## src/rtl/wormhole_switch_allocator_if.sv

```systemverilog
// Flit ingress/egress bundle of the wormhole switch allocator.
// slave = allocator side, master = input ports / link drivers side.
interface wormhole_switch_allocator_if #(
    parameter int INPUTS        = 4,
    parameter int OUTPUTS       = 4,
    parameter int DATA_WIDTH    = 32,
    parameter int REQUEST_WIDTH = $clog2(OUTPUTS)
);
    logic [INPUTS*DATA_WIDTH-1:0]     data_in_bus;
    logic [INPUTS-1:0]                valid_in_bus;
    logic [INPUTS-1:0]                ready_in_bus;
    logic [INPUTS*REQUEST_WIDTH-1:0]  route_req;
    logic [OUTPUTS*DATA_WIDTH-1:0]    data_out_port;
    logic [OUTPUTS-1:0]               valid_out_port;
    logic [OUTPUTS-1:0]               ready_out_port;
    logic [OUTPUTS*REQUEST_WIDTH-1:0] routeSelect;
    logic [OUTPUTS-1:0]               outputBusy;
    logic [INPUTS-1:0]                PortReserved;

    modport master (
        output data_in_bus, valid_in_bus, route_req, ready_out_port,
        input  ready_in_bus, data_out_port, valid_out_port,
        input  routeSelect, outputBusy, PortReserved
    );

    modport slave (
        input  data_in_bus, valid_in_bus, route_req, ready_out_port,
        output ready_in_bus, data_out_port, valid_out_port,
        output routeSelect, outputBusy, PortReserved
    );
endinterface

```

## src/rtl/wormhole_switch_allocator.sv

```systemverilog
// Round-robin wormhole switch allocator with per-output path locks
// and a one-entry valid/ready register slice on every output.
module wormhole_switch_allocator #(
    parameter int INPUTS        = 4,
    parameter int OUTPUTS       = 4,
    parameter int DATA_WIDTH    = 32,
    parameter int TYPE_WIDTH    = 2,
    parameter int REQUEST_WIDTH = $clog2(OUTPUTS)
) (
    input logic clk,
    input logic rst,
    wormhole_switch_allocator_if.slave bus
);
    localparam int DW = DATA_WIDTH;
    localparam int RW = REQUEST_WIDTH;
    localparam int TW = TYPE_WIDTH;
    localparam int IW = (INPUTS > 1) ? $clog2(INPUTS) : 1;

    localparam logic [TW-1:0] T_HEADTAIL = TW'(0);
    localparam logic [TW-1:0] T_HEAD     = TW'(1);
    localparam logic [TW-1:0] T_TAIL     = TW'(3);

    logic [DW-1:0]      w_din   [INPUTS];
    logic [RW-1:0]      w_route [INPUTS];
    logic [INPUTS-1:0]  w_head;
    logic [INPUTS-1:0]  w_last;
    logic [INPUTS-1:0]  w_rdy;
    logic [INPUTS-1:0]  w_xfer;
    logic [INPUTS-1:0]  w_resv_nxt;
    logic [OUTPUTS-1:0] w_slot_rdy;
    logic [OUTPUTS-1:0] w_load;
    logic [OUTPUTS-1:0] w_rel;
    logic [OUTPUTS-1:0] w_gnt;
    logic [IW-1:0]      w_win   [OUTPUTS];

    logic [OUTPUTS-1:0] r_busy;
    logic [OUTPUTS-1:0] r_vout;
    logic [INPUTS-1:0]  r_resv;
    logic [RW-1:0]      r_sel   [OUTPUTS];
    logic [IW-1:0]      r_ptr   [OUTPUTS];
    logic [DW-1:0]      r_dout  [OUTPUTS];
    logic [RW-1:0]      r_port  [INPUTS];

    always_comb begin
        for (int i = 0; i < INPUTS; i++) begin
            w_din[i]   = bus.data_in_bus[i*DW +: DW];
            w_route[i] = bus.route_req[i*RW +: RW];
            w_head[i]  = bus.valid_in_bus[i] && !r_resv[i] &&
                         ((w_din[i][DW-1 -: TW] == T_HEAD) ||
                          (w_din[i][DW-1 -: TW] == T_HEADTAIL));
            w_last[i]  = (w_din[i][DW-1 -: TW] == T_TAIL) ||
                         (w_din[i][DW-1 -: TW] == T_HEADTAIL);
        end
    end

    // A reserved input only moves when the slot of its locked output can take a flit.
    always_comb begin
        for (int o = 0; o < OUTPUTS; o++) begin
            w_slot_rdy[o] = !r_vout[o] || bus.ready_out_port[o];
        end
        for (int i = 0; i < INPUTS; i++) begin
            w_rdy[i]  = r_resv[i] && w_slot_rdy[r_port[i]];
            w_xfer[i] = w_rdy[i] && bus.valid_in_bus[i];
        end
        for (int o = 0; o < OUTPUTS; o++) begin
            w_load[o] = r_busy[o] && w_xfer[r_sel[o]];
            w_rel[o]  = w_load[o] && w_last[r_sel[o]];
        end
    end

    always_comb begin : p_arb
        int idx;
        idx = 0;
        for (int o = 0; o < OUTPUTS; o++) begin
            w_gnt[o] = 1'b0;
            w_win[o] = '0;
            if (!r_busy[o]) begin
                for (int k = 0; k < INPUTS; k++) begin
                    idx = (int'(r_ptr[o]) + k) % INPUTS;
                    if (!w_gnt[o] && w_head[idx] &&
                        int'(w_route[idx]) == o) begin
                        w_gnt[o] = 1'b1;
                        w_win[o] = IW'(idx);
                    end
                end
            end
        end
    end

    // Grants and releases never touch the same input in one cycle.
    always_comb begin
        w_resv_nxt = r_resv;
        for (int o = 0; o < OUTPUTS; o++) begin
            if (w_gnt[o]) w_resv_nxt[w_win[o]] = 1'b1;
        end
        for (int o = 0; o < OUTPUTS; o++) begin
            if (w_rel[o]) w_resv_nxt[r_sel[o]] = 1'b0;
        end
    end

    always_ff @(posedge clk or posedge rst) begin
        if (rst) begin
            r_busy <= '0;
            r_vout <= '0;
            r_resv <= '0;
            for (int o = 0; o < OUTPUTS; o++) begin
                r_sel[o]  <= '0;
                r_ptr[o]  <= '0;
                r_dout[o] <= '0;
            end
            for (int i = 0; i < INPUTS; i++) begin
                r_port[i] <= '0;
            end
        end else begin
            r_resv <= w_resv_nxt;
            for (int o = 0; o < OUTPUTS; o++) begin
                if (w_gnt[o]) begin
                    r_busy[o]        <= 1'b1;
                    r_sel[o]         <= RW'(w_win[o]);
                    r_ptr[o]         <= IW'((int'(w_win[o]) + 1) % INPUTS);
                    r_port[w_win[o]] <= RW'(o);
                end else if (w_rel[o]) begin
                    r_busy[o] <= 1'b0;
                end
                if (w_load[o]) begin
                    r_vout[o] <= 1'b1;
                    r_dout[o] <= w_din[r_sel[o]];
                end else if (bus.ready_out_port[o]) begin
                    r_vout[o] <= 1'b0;
                end
            end
        end
    end

    for (genvar o = 0; o < OUTPUTS; o++) begin : g_out
        assign bus.data_out_port[o*DW +: DW] = r_dout[o];
        assign bus.routeSelect[o*RW +: RW]   = r_sel[o];
    end

    assign bus.valid_out_port = r_vout;
    assign bus.outputBusy     = r_busy;
    assign bus.PortReserved   = r_resv;
    assign bus.ready_in_bus   = w_rdy;
endmodule
```

## src/flat_wrapper.sv

```systemverilog
// flat-port wrapper written by rule: the top's interface ports become plain ports
module wormhole_switch_allocator_flat 
#(
    parameter int INPUTS        = 4,
    parameter int OUTPUTS       = 4,
    parameter int DATA_WIDTH    = 32,
    parameter int TYPE_WIDTH    = 2,
    parameter int REQUEST_WIDTH = $clog2(OUTPUTS)
)
  (clk, rst, bus_data_in_bus, bus_valid_in_bus, bus_route_req, bus_ready_out_port, bus_ready_in_bus, bus_data_out_port, bus_valid_out_port, bus_routeSelect, bus_outputBusy, bus_PortReserved);
  wormhole_switch_allocator_if #(.INPUTS(INPUTS), .OUTPUTS(OUTPUTS), .DATA_WIDTH(DATA_WIDTH), .REQUEST_WIDTH(REQUEST_WIDTH)) bus_i ();
  input logic clk;
  input logic rst;
  input wire logic [$bits(bus_i.data_in_bus)-1:0] bus_data_in_bus;
  input wire logic [$bits(bus_i.valid_in_bus)-1:0] bus_valid_in_bus;
  input wire logic [$bits(bus_i.route_req)-1:0] bus_route_req;
  input wire logic [$bits(bus_i.ready_out_port)-1:0] bus_ready_out_port;
  output wire logic [$bits(bus_i.ready_in_bus)-1:0] bus_ready_in_bus;
  output wire logic [$bits(bus_i.data_out_port)-1:0] bus_data_out_port;
  output wire logic [$bits(bus_i.valid_out_port)-1:0] bus_valid_out_port;
  output wire logic [$bits(bus_i.routeSelect)-1:0] bus_routeSelect;
  output wire logic [$bits(bus_i.outputBusy)-1:0] bus_outputBusy;
  output wire logic [$bits(bus_i.PortReserved)-1:0] bus_PortReserved;
  assign bus_i.data_in_bus = bus_data_in_bus;
  assign bus_i.valid_in_bus = bus_valid_in_bus;
  assign bus_i.route_req = bus_route_req;
  assign bus_i.ready_out_port = bus_ready_out_port;
  assign bus_ready_in_bus = bus_i.ready_in_bus;
  assign bus_data_out_port = bus_i.data_out_port;
  assign bus_valid_out_port = bus_i.valid_out_port;
  assign bus_routeSelect = bus_i.routeSelect;
  assign bus_outputBusy = bus_i.outputBusy;
  assign bus_PortReserved = bus_i.PortReserved;
  wormhole_switch_allocator #(.INPUTS(INPUTS), .OUTPUTS(OUTPUTS), .DATA_WIDTH(DATA_WIDTH), .TYPE_WIDTH(TYPE_WIDTH), .REQUEST_WIDTH(REQUEST_WIDTH)) u_core (.clk(clk), .rst(rst), .bus(bus_i));
endmodule
```

## config.mk

```make
export PLATFORM = sky130hd
export DESIGN_NAME = wormhole_switch_allocator_flat
export DESIGN_NICKNAME = d
export VERILOG_FILES = /design/src/rtl/wormhole_switch_allocator_if.sv /design/src/rtl/wormhole_switch_allocator.sv /design/src/flat_wrapper.sv
export SDC_FILE = /design/constraint.sdc
export NUM_CORES = 1
export LEC_CHECK = 0
export ABC_AREA = 1
export ABC_CLOCK_PERIOD_IN_PS = 8000
export BUFFER_PORTS_ARGS = -buffer_cell sky130_fd_sc_hd__clkbuf_2
export CORE_ASPECT_RATIO = 2
export CORE_MARGIN = 4
export CORE_UTILIZATION = 40
export CTS_CLUSTER_DIAMETER = 100
export CTS_CLUSTER_SIZE = 12
export DETAILED_ROUTE_END_ITERATION = 8
export GPL_ROUTABILITY_DRIVEN = 0
export PLACE_DENSITY = 0.74
export SETUP_SLACK_MARGIN = 0.2
export SYNTH_ARGS = -nofsm -noshare
export SYNTH_HDL_FRONTEND = slang
export SYNTH_SLANG_ARGS = --single-unit
export TNS_END_PERCENT = 50
```

## constraint.sdc

```tcl
create_clock -name clk -period 8 [get_ports clk]
set_input_delay 0.8 -clock clk [delete_from_list [all_inputs] [get_ports clk]]
set_output_delay 0.8 -clock clk [all_outputs]
set_load 0.01 [all_outputs]
```

==> results.json <==
{
  "timing.rr.end": "u_core.bus.data_out_port[85]",
  "cts_tree": "done",
  "vias": 12460,
  "vdd_ir_drop_max_mv": 0.2108,
  "drive_above_1_share_pct": 22.84,
  "crit_type": "reg2reg",
  "use_met2_pct": 54.15,
  "coreArea_mm2": 0.02628,
  "grt_pass1_wl_um": 71040,
  "start_util_pct": 40.46,
  "cp_max_fo": 44,
  "path_cells": "inv_1 > nand2_1 > inv_1 > buf_4 > nand2_1 > nand2_1 > nor3_4 > buf_4 > nor2_1 > a31oi_1",
  "synth.distinct_cells": 35,
  "rsz0062_at_grt": "false",
  "power.density_mw_per_mm2": 462.2,
  "rows": 84,
  "use_met3_pct": 7.175,
  "ant_nets": 0,
  "grt.busiest_layer": "met2",
  "cts_buffers": 17,
  "fin_cells": 1978,
  "layout_commonest_cell": "clkbuf_2",
  "required_ps": 8370,
  "postCtsSetupRepairBufs": 0,
  "critPathLaunch": "u_core.bus.routeSelect[5]",
  "p_leak_uw": 0.006216,
  "placed_cell_area_mm2": 0.01230,
  "crit_end": "u_core.bus.data_out_port[85]",
  "grt_pass1_vias": 12240,
  "final_util_pct": 49.07,
  "drtPass1Iterations": 7,
  "multi_input_area_mm2": 0.005669,
  "final_cell_mix": "clkbuf_2 (297), a22oi_1 (248), nand2_1 (207), dfrtp_1 (164), nor2_1 (155)",
  "synth_flop_cell": "dfrtp_1",
  "antenna_found_initial": 6,
  "reg2reg_from": "u_core.bus.routeSelect[5]",
  "port_buffers": 297,
  "insertion_delay_ps": 460,
  "routed_via_density": 6.297,
  "wl_per_cell_um": 24.40,
  "r2r_slack_ps": 4830,
  "dp_hpwl_um": 33590,
  "root_buffer": "clkbuf_16",
  "yosys_warnings": 0,
  "seqCellArea_mm2": 0.004104,
  "end_kind": "register",
  "ctsHoldBuffers": 0,
  "finalCriticalPeriod_ps": 3173,
  "critPathMaxStageDelay_ps": 810,
  "synth_top_area_share_pct": 38.60,
  "final.setup_skew_ps": 17.50,
  "synth-edff-count": 0,
  "finalCritPeriodShare_pct": 39.66,
  "grt_overflow": 0,
  "finalSetupViolations": 0,
  "fmax_mhz": 315.2,
  "first_iter_violations": 1517,
  "worst_path_most_repeated_cell": "nand2_1",
  "netlist_instances": 1366,
  "synth-seq-cells": 164,
  "io-pin-count": 298,
  "maxSlewViolCount": 0,
  "synth.avg_cell_area_um2": 7.783,
  "placed_cells": 1941,
  "n_fill_cell": 2552,
  "crit_slowest_cell": "nor3_4",
  "netlist_top_cells_area": "dfrtp_1 (39%), a22oi_1 (18%), nand2_1 (7.3%), a31oi_1 (7.3%), nor2_1 (5.6%)",
  "r2r_cells": 10,
  "yosysSeqAreaShare_pct": 38.60,
  "synth.area.mux_share_pct": 0,
  "hold_depth": 2,
  "drc": 0,
  "die_h_um": 238.6,
  "die_width_um": 123.3,
  "cts-resized-gates": 0,
  "hold_ws_ps": 488.9,
  "worst_slew_pin_slew_ps": 1151,
  "max_slew_margin_pct": 23.11,
  "hp-class": "reg2reg",
  "synth_compound_area_share_pct": 29.10,
  "clkSlewWorstSetupHoldPaths_ps": 80,
  "cts_buffer_depth": 2,
  "track_usage_pct": 32.03,
  "yosysTopAreaCell": "dfrtp_1",
  "htree_levels": 4,
  "grt_util_met1_pct": 32.94,
  "syn_to_final_growth_pct": 21.28,
  "syn_area_mm2": 0.01063,
  "design_area_mm2": 0.01289,
  "hold_viol": 0,
  "status": "finished clean",
  "synth_fa_ha_area_share_pct": 2.825,
  "setup_tns_ps": 0,
  "grt_max_degree": 93,
  "die_area_mm2": 0.02941,
  "startpoint_type": "register",
  "nets": 1786,
  "yosys.area_share.simple_pct": 20.67,
  "clkSinkCount": 164,
  "synth_nets": 1536,
  "async_reset_ff_share_pct": 100.0,
  "totalWireLength_um": 48260,
  "cp.arrival_ps": 3540,
  "synth_xor_area_share_pct": 0.3295,
  "cap_violations": 0,
  "synth_top_family_by_area": "compound AO/OA/AOI/OAI gates"
}
cell usage after synthesis (all sizes together) (6+ instances only):
library cell,instances
a31oi,124
a21oi,14
dfrtp,164
nor2,164
nand4,19
nand3,110
inv,122
a22oi,248
nor3,6
o21ai,41
clkbuf,49
ha,24
buf,34
o22ai,16
nand2,209
metrics by stage:
stage                     power [uW]  worst slack (ps)
after global placement          4971              4624
final                           5959              4827
after global routing            6309              4632
after CTS                       5878              4894
after detailed placement        5036              4569
after floorplan                 3737              2767
layout make-up:
cell class	instances	share of cell area, %
inverters	126	3.707
clock buffers	17	3.299
diodes	5	0.09704
clock inverters	15	1.242
well taps	344	3.338
multi-input cells	993	43.97
flip-flops and latches	164	31.83
repair buffers	314	12.52
routing by layer:
layer / routed length (um) / vias up / share of wire, %
met5: 13 / - / 0.027
met4: 4674 / 2 / 9.7
met3: 4689 / 293 / 9.7
met2: 23550 / 922 / 49
met1: 15330 / 5777 / 32
li1: - / 5461 / -
power breakdown:
| group | switching [uW] | leakage, uW | internal (uW) |
|---|---|---|---|
| registers | 383 | 0.00186 | 1260 |
| logic | 2360 | 0.00407 | 1120 |
| clock network | 419 | 0.000279 | 419 |
sequential cells by signal, indices dropped and copies added, names as in the netlist:
signal,cells
u_core.r_ptr,8
u_core.bus.data_out_port,128
u_core.bus.PortReserved,4
u_core.bus.routeSelect,8
u_core.r_port,8
u_core.bus.valid_out_port,4
u_core.bus.outputBusy,4
worst max-delay path, delay by kind of cell, from the launching register on:
family | cells | cell delay (ps)
AOI/OAI and AO/OA | 1 | 160
and+or+nand+nor | 5 | 1390
DFF | 1 | 510
buffers and inverters | 4 | 1010
cell families (layout without fill, tap and decap cells):
family | after synthesis | in the layout
buffers and inverters | 209 | 472
adders and majority gates | 24 | 24
and+or+nand+nor | 513 | 513
DFF | 164 | 164
xor gates and xnor gates | 4 | 4
other | 0 | 5
AOI/OAI and AO/OA | 452 | 452
worst min path at each step:
stage                                      start                            to  slack [ps]
global placement    u_core.bus.data_out_port[95]  u_core.bus.data_out_port[95]         460
detailed placement  u_core.bus.data_out_port[95]  u_core.bus.data_out_port[95]         470
CTS                 u_core.bus.data_out_port[95]  u_core.bus.data_out_port[95]         490
floorplan                       u_core.r_port[1]              u_core.r_port[1]         500
finish              u_core.bus.data_out_port[95]  u_core.bus.data_out_port[95]         490
global route        u_core.bus.data_out_port[95]  u_core.bus.data_out_port[95]         500
(Power assumes the default switching activity.)
